--- src/rtl/imem_pkg.sv ---
// Shared types and constants for the instruction memory controller.
// Holds the FSM state type, the RV32I NOP constant and the index-width helper.
package imem_pkg;

    typedef enum logic [0:0] {
        CLEAR = 1'b0,
        READY = 1'b1
    } imem_state_e;

    localparam logic [31:0] IMEM_NOP = 32'h0000_0013;

    // Word-index width for a given depth, never narrower than one bit.
    function automatic int imem_idx_w(input int depth);
        if (depth > 1) begin
            return $clog2(depth);
        end else begin
            return 1;
        end
    endfunction

endpackage

--- src/rtl/imem_if.sv ---
// Fetch and program-load bundle between the PC/decode stages and imem_ctrl.
// master drives requests and load writes, slave is the memory controller.
interface imem_if #(
    parameter int ADDR_W = 32,
    parameter int DATA_W = 32,
    parameter int IDX_W  = 6
);
    logic              fetch_req;
    logic [ADDR_W-1:0] fetch_addr;
    logic              fetch_hold;
    logic              fetch_ready;
    logic              fetch_valid;
    logic [DATA_W-1:0] fetch_instr;
    logic              fetch_fault;
    logic              ld_we;
    logic [IDX_W-1:0]  ld_addr;
    logic [DATA_W-1:0] ld_data;
    logic              ld_ready;
    logic              init_done;

    modport master (
        output fetch_req, fetch_addr, fetch_hold, ld_we, ld_addr, ld_data,
        input  fetch_ready, fetch_valid, fetch_instr, fetch_fault, ld_ready, init_done
    );

    modport slave (
        input  fetch_req, fetch_addr, fetch_hold, ld_we, ld_addr, ld_data,
        output fetch_ready, fetch_valid, fetch_instr, fetch_fault, ld_ready, init_done
    );
endinterface

--- src/rtl/imem_array.sv ---
// 1R1W synchronous RAM with registered read and no reset.
// A read and write to the same index on one edge returns the old word.
module imem_array #(
    parameter int DATA_W = 32,
    parameter int DEPTH  = 64,
    parameter int IDX_W  = 6
) (
    input  logic              clk,
    input  logic              we,
    input  logic [IDX_W-1:0]  waddr,
    input  logic [DATA_W-1:0] wdata,
    input  logic              re,
    input  logic [IDX_W-1:0]  raddr,
    output logic [DATA_W-1:0] rdata
);
    logic [DATA_W-1:0] mem_r [DEPTH];
    logic [DATA_W-1:0] rdata_r;

    // Storage write and registered read; non-blocking update gives read-before-write.
    always_ff @(posedge clk) begin
        if (we) begin
            mem_r[waddr] <= wdata;
        end
        if (re) begin
            rdata_r <= mem_r[raddr];
        end
    end

    assign rdata = rdata_r;
endmodule

--- src/rtl/imem_ctrl.sv ---
// Instruction memory controller: post-reset clear, load port, fetch with range checks.
// Define IMEM_ALIGN_CHECK_EN to also fault fetches whose byte address is not word aligned.
module imem_ctrl
    import imem_pkg::*;
#(
    parameter int              DATA_W     = 32,
    parameter int              DEPTH      = 64,
    parameter int              ADDR_W     = 32,
    parameter logic [DATA_W-1:0] CLEAR_WORD = DATA_W'(IMEM_NOP)
) (
    input  logic    clk,
    input  logic    reset_n,
    imem_if.slave   bus
);
    localparam int               IDX_W      = imem_idx_w(DEPTH);
    localparam logic [IDX_W:0]   DEPTH_C    = (IDX_W+1)'(DEPTH);
    localparam logic [IDX_W-1:0] LAST_IDX_C = IDX_W'(DEPTH - 1);

    imem_state_e       state_r;
    logic [IDX_W-1:0]  cnt_r;
    logic              init_done_r;
    logic              ld_ready_r;
    logic              valid_r;
    logic              fault_r;
    logic              have_data_r;

    logic              fetch_ready_s;
    logic              fetch_acc_s;
    logic [IDX_W-1:0]  idx_s;
    logic              upper_nz_s;
    logic              fault_s;
    logic              ld_in_range_s;
    logic              we_s;
    logic [IDX_W-1:0]  waddr_s;
    logic [DATA_W-1:0] wdata_s;
    logic [DATA_W-1:0] rdata_s;
    logic [DATA_W-1:0] instr_s;

    assign fetch_ready_s = ld_ready_r & ~bus.fetch_hold;
    assign fetch_acc_s   = bus.fetch_req & fetch_ready_s;
    assign idx_s         = bus.fetch_addr[IDX_W+1:2];
    assign upper_nz_s    = (bus.fetch_addr >> (IDX_W + 2)) != '0;
    assign ld_in_range_s = {1'b0, bus.ld_addr} < DEPTH_C;

    // Fault decode for the fetch address presented this cycle.
    always_comb begin
        fault_s = upper_nz_s || ({1'b0, idx_s} >= DEPTH_C);
`ifdef IMEM_ALIGN_CHECK_EN
        if (bus.fetch_addr[1:0] != 2'b00) begin
            fault_s = 1'b1;
        end else begin
            fault_s = fault_s;
        end
`endif
    end

`ifndef IMEM_ALIGN_CHECK_EN
    logic unused_align_s;
    assign unused_align_s = ^bus.fetch_addr[1:0];
`endif

    // Single RAM write port: clear sweep while clearing, load port once ready.
    always_comb begin
        we_s    = 1'b0;
        waddr_s = '0;
        wdata_s = '0;
        case (state_r)
            CLEAR: begin
                we_s    = 1'b1;
                waddr_s = cnt_r;
                wdata_s = CLEAR_WORD;
            end
            READY: begin
                we_s    = bus.ld_we & ld_in_range_s;
                waddr_s = bus.ld_addr;
                wdata_s = bus.ld_data;
            end
            default: begin
                we_s    = 1'b0;
                waddr_s = '0;
                wdata_s = '0;
            end
        endcase
    end

    imem_array #(
        .DATA_W (DATA_W),
        .DEPTH  (DEPTH),
        .IDX_W  (IDX_W)
    ) u_array (
        .clk   (clk),
        .we    (we_s),
        .waddr (waddr_s),
        .wdata (wdata_s),
        .re    (fetch_acc_s & ~fault_s),
        .raddr (idx_s),
        .rdata (rdata_s)
    );

    // Clear/ready sequencer with its registered status flags.
    always_ff @(posedge clk or negedge reset_n) begin
        if (!reset_n) begin
            state_r     <= CLEAR;
            cnt_r       <= '0;
            init_done_r <= 1'b0;
            ld_ready_r  <= 1'b0;
        end else begin
            case (state_r)
                CLEAR: begin
                    cnt_r <= cnt_r + IDX_W'(1);
                    if (cnt_r == LAST_IDX_C) begin
                        state_r     <= READY;
                        init_done_r <= 1'b1;
                        ld_ready_r  <= 1'b1;
                    end
                end
                READY: begin
                    state_r     <= READY;
                    init_done_r <= 1'b1;
                    ld_ready_r  <= 1'b1;
                end
                default: begin
                    state_r     <= CLEAR;
                    cnt_r       <= '0;
                    init_done_r <= 1'b0;
                    ld_ready_r  <= 1'b0;
                end
            endcase
        end
    end

    // Fetch output register: load on accept, drop valid when idle, freeze on hold.
    always_ff @(posedge clk or negedge reset_n) begin
        if (!reset_n) begin
            valid_r     <= 1'b0;
            fault_r     <= 1'b0;
            have_data_r <= 1'b0;
        end else if (fetch_acc_s) begin
            valid_r     <= 1'b1;
            fault_r     <= fault_s;
            have_data_r <= 1'b1;
        end else if (!bus.fetch_hold) begin
            valid_r     <= 1'b0;
        end
    end

    // The RAM read register holds the word itself; faults substitute the clear word.
    always_comb begin
        if (!have_data_r) begin
            instr_s = '0;
        end else if (fault_r) begin
            instr_s = CLEAR_WORD;
        end else begin
            instr_s = rdata_s;
        end
    end

    assign bus.fetch_ready = fetch_ready_s;
    assign bus.fetch_valid = valid_r;
    assign bus.fetch_instr = instr_s;
    assign bus.fetch_fault = fault_r;
    assign bus.ld_ready    = ld_ready_r;
    assign bus.init_done   = init_done_r;
endmodule
--- src/flat_wrapper.sv ---
// flat-port wrapper written by rule: the top's interface ports become plain ports
module imem_ctrl_flat import imem_pkg::*;
#(
    parameter int              DATA_W     = 32,
    parameter int              DEPTH      = 64,
    parameter int              ADDR_W     = 32,
    parameter logic [DATA_W-1:0] CLEAR_WORD = DATA_W'(IMEM_NOP)
)
  (clk, reset_n, bus_fetch_req, bus_fetch_addr, bus_fetch_hold, bus_ld_we, bus_ld_addr, bus_ld_data, bus_fetch_ready, bus_fetch_valid, bus_fetch_instr, bus_fetch_fault, bus_ld_ready, bus_init_done);
  imem_if #(.ADDR_W(ADDR_W), .DATA_W(DATA_W)) bus_i ();
  input  logic clk;
  input  logic reset_n;
  input wire logic [$bits(bus_i.fetch_req)-1:0] bus_fetch_req;
  input wire logic [$bits(bus_i.fetch_addr)-1:0] bus_fetch_addr;
  input wire logic [$bits(bus_i.fetch_hold)-1:0] bus_fetch_hold;
  input wire logic [$bits(bus_i.ld_we)-1:0] bus_ld_we;
  input wire logic [$bits(bus_i.ld_addr)-1:0] bus_ld_addr;
  input wire logic [$bits(bus_i.ld_data)-1:0] bus_ld_data;
  output wire logic [$bits(bus_i.fetch_ready)-1:0] bus_fetch_ready;
  output wire logic [$bits(bus_i.fetch_valid)-1:0] bus_fetch_valid;
  output wire logic [$bits(bus_i.fetch_instr)-1:0] bus_fetch_instr;
  output wire logic [$bits(bus_i.fetch_fault)-1:0] bus_fetch_fault;
  output wire logic [$bits(bus_i.ld_ready)-1:0] bus_ld_ready;
  output wire logic [$bits(bus_i.init_done)-1:0] bus_init_done;
  assign bus_i.fetch_req = bus_fetch_req;
  assign bus_i.fetch_addr = bus_fetch_addr;
  assign bus_i.fetch_hold = bus_fetch_hold;
  assign bus_i.ld_we = bus_ld_we;
  assign bus_i.ld_addr = bus_ld_addr;
  assign bus_i.ld_data = bus_ld_data;
  assign bus_fetch_ready = bus_i.fetch_ready;
  assign bus_fetch_valid = bus_i.fetch_valid;
  assign bus_fetch_instr = bus_i.fetch_instr;
  assign bus_fetch_fault = bus_i.fetch_fault;
  assign bus_ld_ready = bus_i.ld_ready;
  assign bus_init_done = bus_i.init_done;
  imem_ctrl #(.DATA_W(DATA_W), .DEPTH(DEPTH), .ADDR_W(ADDR_W), .CLEAR_WORD(CLEAR_WORD)) u_core (.clk(clk), .reset_n(reset_n), .bus(bus_i));
endmodule
--- config.mk ---
export PLATFORM = sky130hd
export DESIGN_NAME = imem_ctrl_flat
export DESIGN_NICKNAME = d
export VERILOG_FILES = /design/src/rtl/imem_pkg.sv /design/src/rtl/imem_if.sv /design/src/rtl/imem_array.sv /design/src/rtl/imem_ctrl.sv /design/src/flat_wrapper.sv
export SDC_FILE = /design/constraint.sdc
export NUM_CORES = 2
export LEC_CHECK = 0
export CAP_MARGIN = 20
export CORE_UTILIZATION = 51
export CTS_CLUSTER_SIZE = 28
export DETAILED_ROUTE_END_ITERATION = 12
export PLACE_DENSITY = 0.66
export SLEW_MARGIN = 5
export SYNTH_ARGS = -nofsm -noshare
export SYNTH_HDL_FRONTEND = slang
export SYNTH_SLANG_ARGS = --single-unit
--- constraint.sdc ---
create_clock -name clk -period 5.01 [get_ports clk]
set_input_delay 0.7515 -clock clk [delete_from_list [all_inputs] [get_ports clk]]
set_output_delay 0.7515 -clock clk [all_outputs]
set_load 0.02 [all_outputs]
=== After elaboration in Yosys (flattened, before gate mapping) ===
Memory sizes are Yosys's and may differ from the RTL's. A register that Yosys moved wholly into a read port is not among the register bits.
Cells that the tools add are included.

* Register bits after elaboration: 11
* Bits in writable memories: 2048
* Output and inout port bits: 37
* Word-level logic and storage cells: 31
* Memories: 1

{| class="wikitable"
|+ Memories
! name !! depth !! bits a word !! read ports !! clocked after Yosys merged registers in !! write ports !! line !! RTL
|-
| u_core.u_array.mem_r || 64 || 32 || 1 || 1 || 1 || imem_array.sv:16 || <nowiki>logic [DATA_W-1:0] mem_r [DEPTH];</nowiki>
|}

* Add/sub/neg operators: 1
* Eq/ne operators: 3
* Mux-type cells: 13
* Bitwise logic cells: 6
* Reduce and logical (&&, ||, !) cells: 1

{| class="wikitable"
|+ Operators by type and width
! operator !! number
|-
| $mux 32 || 2
|-
| $pmux 32 s2 || 1
|-
| $reduce_bool 32->1 || 1
|-
| $pmux 6 s2 || 1
|-
| $add 6x1->6 const B || 1
|-
| $eq 6x6->1 const B || 1
|-
| $mux 1 || 6
|-
| $pmux 1 s2 || 3
|-
| $ne 2x1->1 const B || 2
|-
| $and 1x1->1 || 3
|-
| $not 1->1 || 3
|}

=== Depth between registers and ports, before layout ===
* Word-level depth: 4
* Gate-level depth with buffers: 10
* Depth with buffers taken out: 5

=== Cells and area by module ===
From an unflattened synthesis, not the netlist that was laid out.

* Cells, all modules: 3447
* Area total of the unflattened synthesis: 79880.4 um^2

{| class="wikitable"
|+ By module, submodules not included
! module !! times used !! cells each !! area an instance (um^2) !! seq. area each (um^2)
|-
| imem_array || 1 || 3324 || 78835.6 || 62459.9
|-
| imem_ctrl || 1 || 123 || 1044.8 || 275.3
|}

=== Worst setup path before layout ===
OpenSTA, ideal clock, no wires.

* Path kind: input port to flip-flop
* From: in bus_fetch_hold
* To: reg u_core.u_array.rdata_r[0], in the netlist u_core.u_array.rdata[0], read port of u_core.u_array.mem_r (enable)
* Setup time: 0.505 ns
* Arrival time: 4.538 ns
* Setup slack: -0.033 ns
* Cell stages on the path: 3
* Path buffers: 0
* Path through: nor2b_1 > nand2_1 > nor4_1

* Cells in the longest elaborated chain, start to end: 4

{| class="wikitable"
|+ Ends and longest elaborated chain
! what !! line !! RTL
|-
| start, declared || flat_wrapper.sv:15 || <nowiki>input wire logic [$bits(bus_i.fetch_hold)-1:0] bus_fetch_hold;</nowiki>
|-
| $not 1->1 || imem_ctrl.sv:39 || <nowiki>assign fetch_ready_s = ld_ready_r & ~bus.fetch_hold;</nowiki>
|-
| $and 1x1->1 || imem_ctrl.sv:39 ||
|-
| $and 1x1->1 || imem_ctrl.sv:40 || <nowiki>assign fetch_acc_s = bus.fetch_req & fetch_ready_s;</nowiki>
|-
| $and 1x1->1 || imem_ctrl.sv:95 || <nowiki>.re (fetch_acc_s & ~fault_s),</nowiki>
|-
| named net u_core.u_array.re || imem_array.sv:12 || <nowiki>input logic re,</nowiki>
|-
| end, declared || imem_array.sv:17 || <nowiki>logic [DATA_W-1:0] rdata_r;</nowiki>
|}

The timed path passes the listed nets, and every way through them passes these cells.
A chain may end at the register's enable or synchronous reset.

=== Worst setup path in the final report ===
* From: reg u_core.fault_r, in the netlist u_core.bus.fetch_fault
* To: out bus_fetch_instr[20]

* Cells in the longest elaborated chain, start to end: 2

{| class="wikitable"
|+ Ends and longest elaborated chain
! what !! line !! RTL
|-
| start, declared || imem_ctrl.sv:24 || <nowiki>logic fault_r;</nowiki>
|-
| start signal, assigned || imem_ctrl.sv:140 || <nowiki>fault_r <= fault_s;</nowiki>
|-
| $mux 32 || imem_ctrl.sv:151 || <nowiki>end else if (fault_r) begin</nowiki>
|-
| $mux 32 || imem_ctrl.sv:149 || <nowiki>if (!have_data_r) begin</nowiki>
|-
| end, declared || flat_wrapper.sv:21 || <nowiki>output wire logic [$bits(bus_i.fetch_instr)-1:0] bus_fetch_instr;</nowiki>
|}

Every way passes these cells.

==> flow_metrics.env <==
export IMPL_netSwitchingPower_uw=6740
export IMPL_grtUsageMet2_pct=39.7
export IMPL_synth_area_um2=80000
export IMPL_rsz0062_at_grt="no"
export IMPL_clkTransAtPathRegs_ps=60
export IMPL_cts_root_buf="clkbuf_16"
export IMPL_wire_per_inst_um=32.6
export IMPL_die_y_um=398
export IMPL_clock_latency_ps=810
export IMPL_viasPerCell=6.32
export IMPL_synth_flop_cell="edfxtp_1"
export IMPL_routed_wl_um=197000
export IMPL_p_int_uw=27400
export IMPL_hold_buffers=0
export IMPL_async_reset_ff_share_pct=0.526
export IMPL_clock_fmax_ghz=0.256
export IMPL_clk_path_buf_depth=3
export IMPL_io_pin_count=112
export IMPL_relSlewSlack_pct=29.2
export IMPL_cts_tree="built"
export IMPL_seq_power_share_pct=55.5
export IMPL_fin_crit_sh_pct=78.1
export IMPL_nFillCells=10900
export IMPL_slew_viol_final=0
export IMPL_ys_ff_latch=2091
export IMPL_gr_total_overflow=0
export IMPL_first_pass_iters=5
export IMPL_cp_arrival_ps=3160
export IMPL_post_cts_resize_count=0
export IMPL_coreArea_um2=155000
export IMPL_layout_drive_gt1_share_pct=27.8
export IMPL_fp_row_count=144
export IMPL_multi_input_area_um2=16700
export IMPL_finalClockSkew_ps=33.0
export IMPL_final_hold_viol_count=0
export IMPL_grt_usage_pct=25.1
export IMPL_max_slew_worst_pin_slew_ps=1060
export IMPL_combPwrFrac_pct=2.3
export IMPL_seqCellArea_um2=62700
export IMPL_period_needed_ps=3910
export IMPL_leakage_uw=0.0232
export IMPL_hpwl_um=113000
export IMPL_postRouteAntennaNets=0
export IMPL_dieArea_um2=158000
export IMPL_instances_no_fill=6046
export IMPL_worstSetupEndpointType="output port"
export IMPL_pwr_density_cell_nw_per_um2=373
export IMPL_final_common_cell="edfxtp_1"
export IMPL_grt_pass1_vias=38400
export IMPL_post_cts_repair_setup_buffers=0
export IMPL_clkPwrFrac_pct=42.2
export IMPL_synth_avg_cell_area_um2=22.8
export IMPL_grt_pass1_wl_um=279000
export IMPL_cts_sinks=2091
export IMPL_syn_num_nets=3590
export IMPL_setup_tns_ps=0
export IMPL_drcViolationCount=0
export IMPL_grt_max_degree=101
export IMPL_dp_cells=5666
export IMPL_drt_iter0_drc=4399
export IMPL_antenna_found_initial=6
export IMPL_floorplan_initialDensity_pct=51.6
export IMPL_layout_common_cells="edfxtp_1, mux4_2, clkbuf_16"
export IMPL_design_area_um2=91400
export IMPL_synth_edf_count=2080
export IMPL_areaGrowthSynthToFinish_pct=14.2
export IMPL_max_cap_violations=0
export IMPL_place_area_um2=85000
export IMPL_via_count=38200
export IMPL_top_usage_layer="met2"
export IMPL_finalSetupViolCount=0
export IMPL_syn_inst=3514
export IMPL_switching_share_pct=19.8
export IMPL_min_delay_path_class="in -> async"
export IMPL_htreeDepth=4
export IMPL_port_buffers=109
export IMPL_nets=3914
export IMPL_synth_seq_area_share_pct=78.4
export IMPL_die_x_um=398
export IMPL_ys_types=53
export IMPL_met1_usage_pct=36.7
export IMPL_worstSetupPathType="reg -> out"
export IMPL_cts_made_buffers=204
export IMPL_required_ps=4260
export IMPL_path_max_fanout=23
export IMPL_synth_warning_count=0
export IMPL_p_total_uw=34100
export IMPL_met3_usage_pct=4.40
export IMPL_status="finished, final reports clean"
export IMPL_gp_congestion=0.831
export IMPL_irDropWorstVdd_mv=0.386
export IMPL_cp_start_kind="flip-flop"
## cells by family (layout without fill, tap and decap cells)
| kind of cell | count (synthesis) | count (layout) | synth area share [%] |
|---|---|---|---|
| xor+xnor | 5 | 5 | 0.0547 |
| simple gates | 314 | 314 | 1.98 |
| flops | 2091 | 2091 | 78.4 |
| fa+ha+maj | 1 | 1 | 0.0156 |
| buf+inv | 195 | 682 | 1.37 |
| mux | 633 | 633 | 15.9 |
| compound gates | 275 | 275 | 2.25 |
| other cells | 0 | 1 | 0 |
## synth_stat cells (6+ instances only)
master	instances	area share, %
edfxtp_1	2080	78
mux4_2	508	14
o22ai_1	121	0.95
nor2_1	100	0.47
mux2i_1	82	1.0
clkbuf_1	70	0.33
and2_1	60	0.47
nand2_1	51	0.24
buf_2	50	0.31
buf_4	47	0.44
mux2_2	38	0.53
a21oi_1	32	0.20
nor4_1	26	0.20
o21ai_0	25	0.16
nand2b_1	23	0.18
nor3_1	19	0.12
o221ai_1	18	0.20
buf_6	16	0.23
o21ai_1	14	0.088
o211ai_1	12	0.11
dfrtp_1	11	0.34
o21a_1	9	0.084
o22a_1	9	0.099
nor2b_1	8	0.063
a211oi_1	7	0.066
a221o_1	7	0.088
a31oi_1	6	0.047
buf_1	6	0.028
## final timing paths
path                            depth (start not counted)                          startpoint                                     end  slack [ps]
worst max-delay path                                    3  u_core.bus.fetch_fault$_DFFE_PN0P_                     bus_fetch_instr[20]        1100
max in group asynchronous                               1                             reset_n                u_core.state_r$_DFF_PN0_        3880
worst min register to register                          2  u_core.bus.fetch_valid$_DFFE_PN0P_      u_core.bus.fetch_valid$_DFFE_PN0P_         490
worst min-delay path                                    1                             reset_n             u_core.cnt_r[0]$_DFFE_PN0N_         470
min in group clk                                        2  u_core.bus.fetch_valid$_DFFE_PN0P_      u_core.bus.fetch_valid$_DFFE_PN0P_         490
worst max register to register                          5            u_core.state_r$_DFF_PN0_  u_core.u_array.mem_r[20][17]$_DFFE_PP_        1690
## routing by layer
metal / wire [µm] / up-vias / share of wire, %
li1: - / 15600 / -
met1: 80800 / 20500 / 41
met3: 17000 / 253 / 8.6
met2: 95100 / 1833 / 48
met5: 0 / - / 0
met4: 4230 / 0 / 2.1
## flip-flops by register name, summed over array words and instances (netlist names)
name and count:
u_core.bus.fetch_valid 1, u_core.u_array.rdata 32, u_core.bus.init_done 1, u_core.have_data_r 1
u_core.u_array.mem_r 2048, u_core.cnt_r 6, u_core.bus.fetch_fault 1, u_core.state_r 1
## power by group through the flow
stage          registers, µW  clock network (µW)  logic [µW]
3_3_place_gp           19300                   0         793
4_1_cts                18900               14600         794
2_1_floorplan          19300                   0         518
5_1_grt                18900               15200         824
6_report               18900               14400         783
3_5_place_dp           19300                   0         793
## critical path, stage by stage (launching register included)
cell	delay, ps
dfrtp_1	440
nor2b_2	840
and2_1	380
clkdlybuf4s50_1	660
## stage by stage
step	utilization (%)	setup WS (ps)	hold WS [ps]
2_1_floorplan	-	1310	456
3_3_place_gp	54.9	819	472
3_5_place_dp	54.9	869	479
4_1_cts	58.9	1010	430
5_1_grt	59.0	947	464
6_report	59.0	1100	474
## layout make-up
class	count	area share, %
clock inverter	108	0.838
antenna	1	0.00274
timing repair buffer	308	3.47
sequential	2091	68.6
multi-input combinational	1228	18.3
inverter	5	0.0205
tap	2044	2.80
clock buffer	261	5.93
Power figures use the tool's default switching activity.
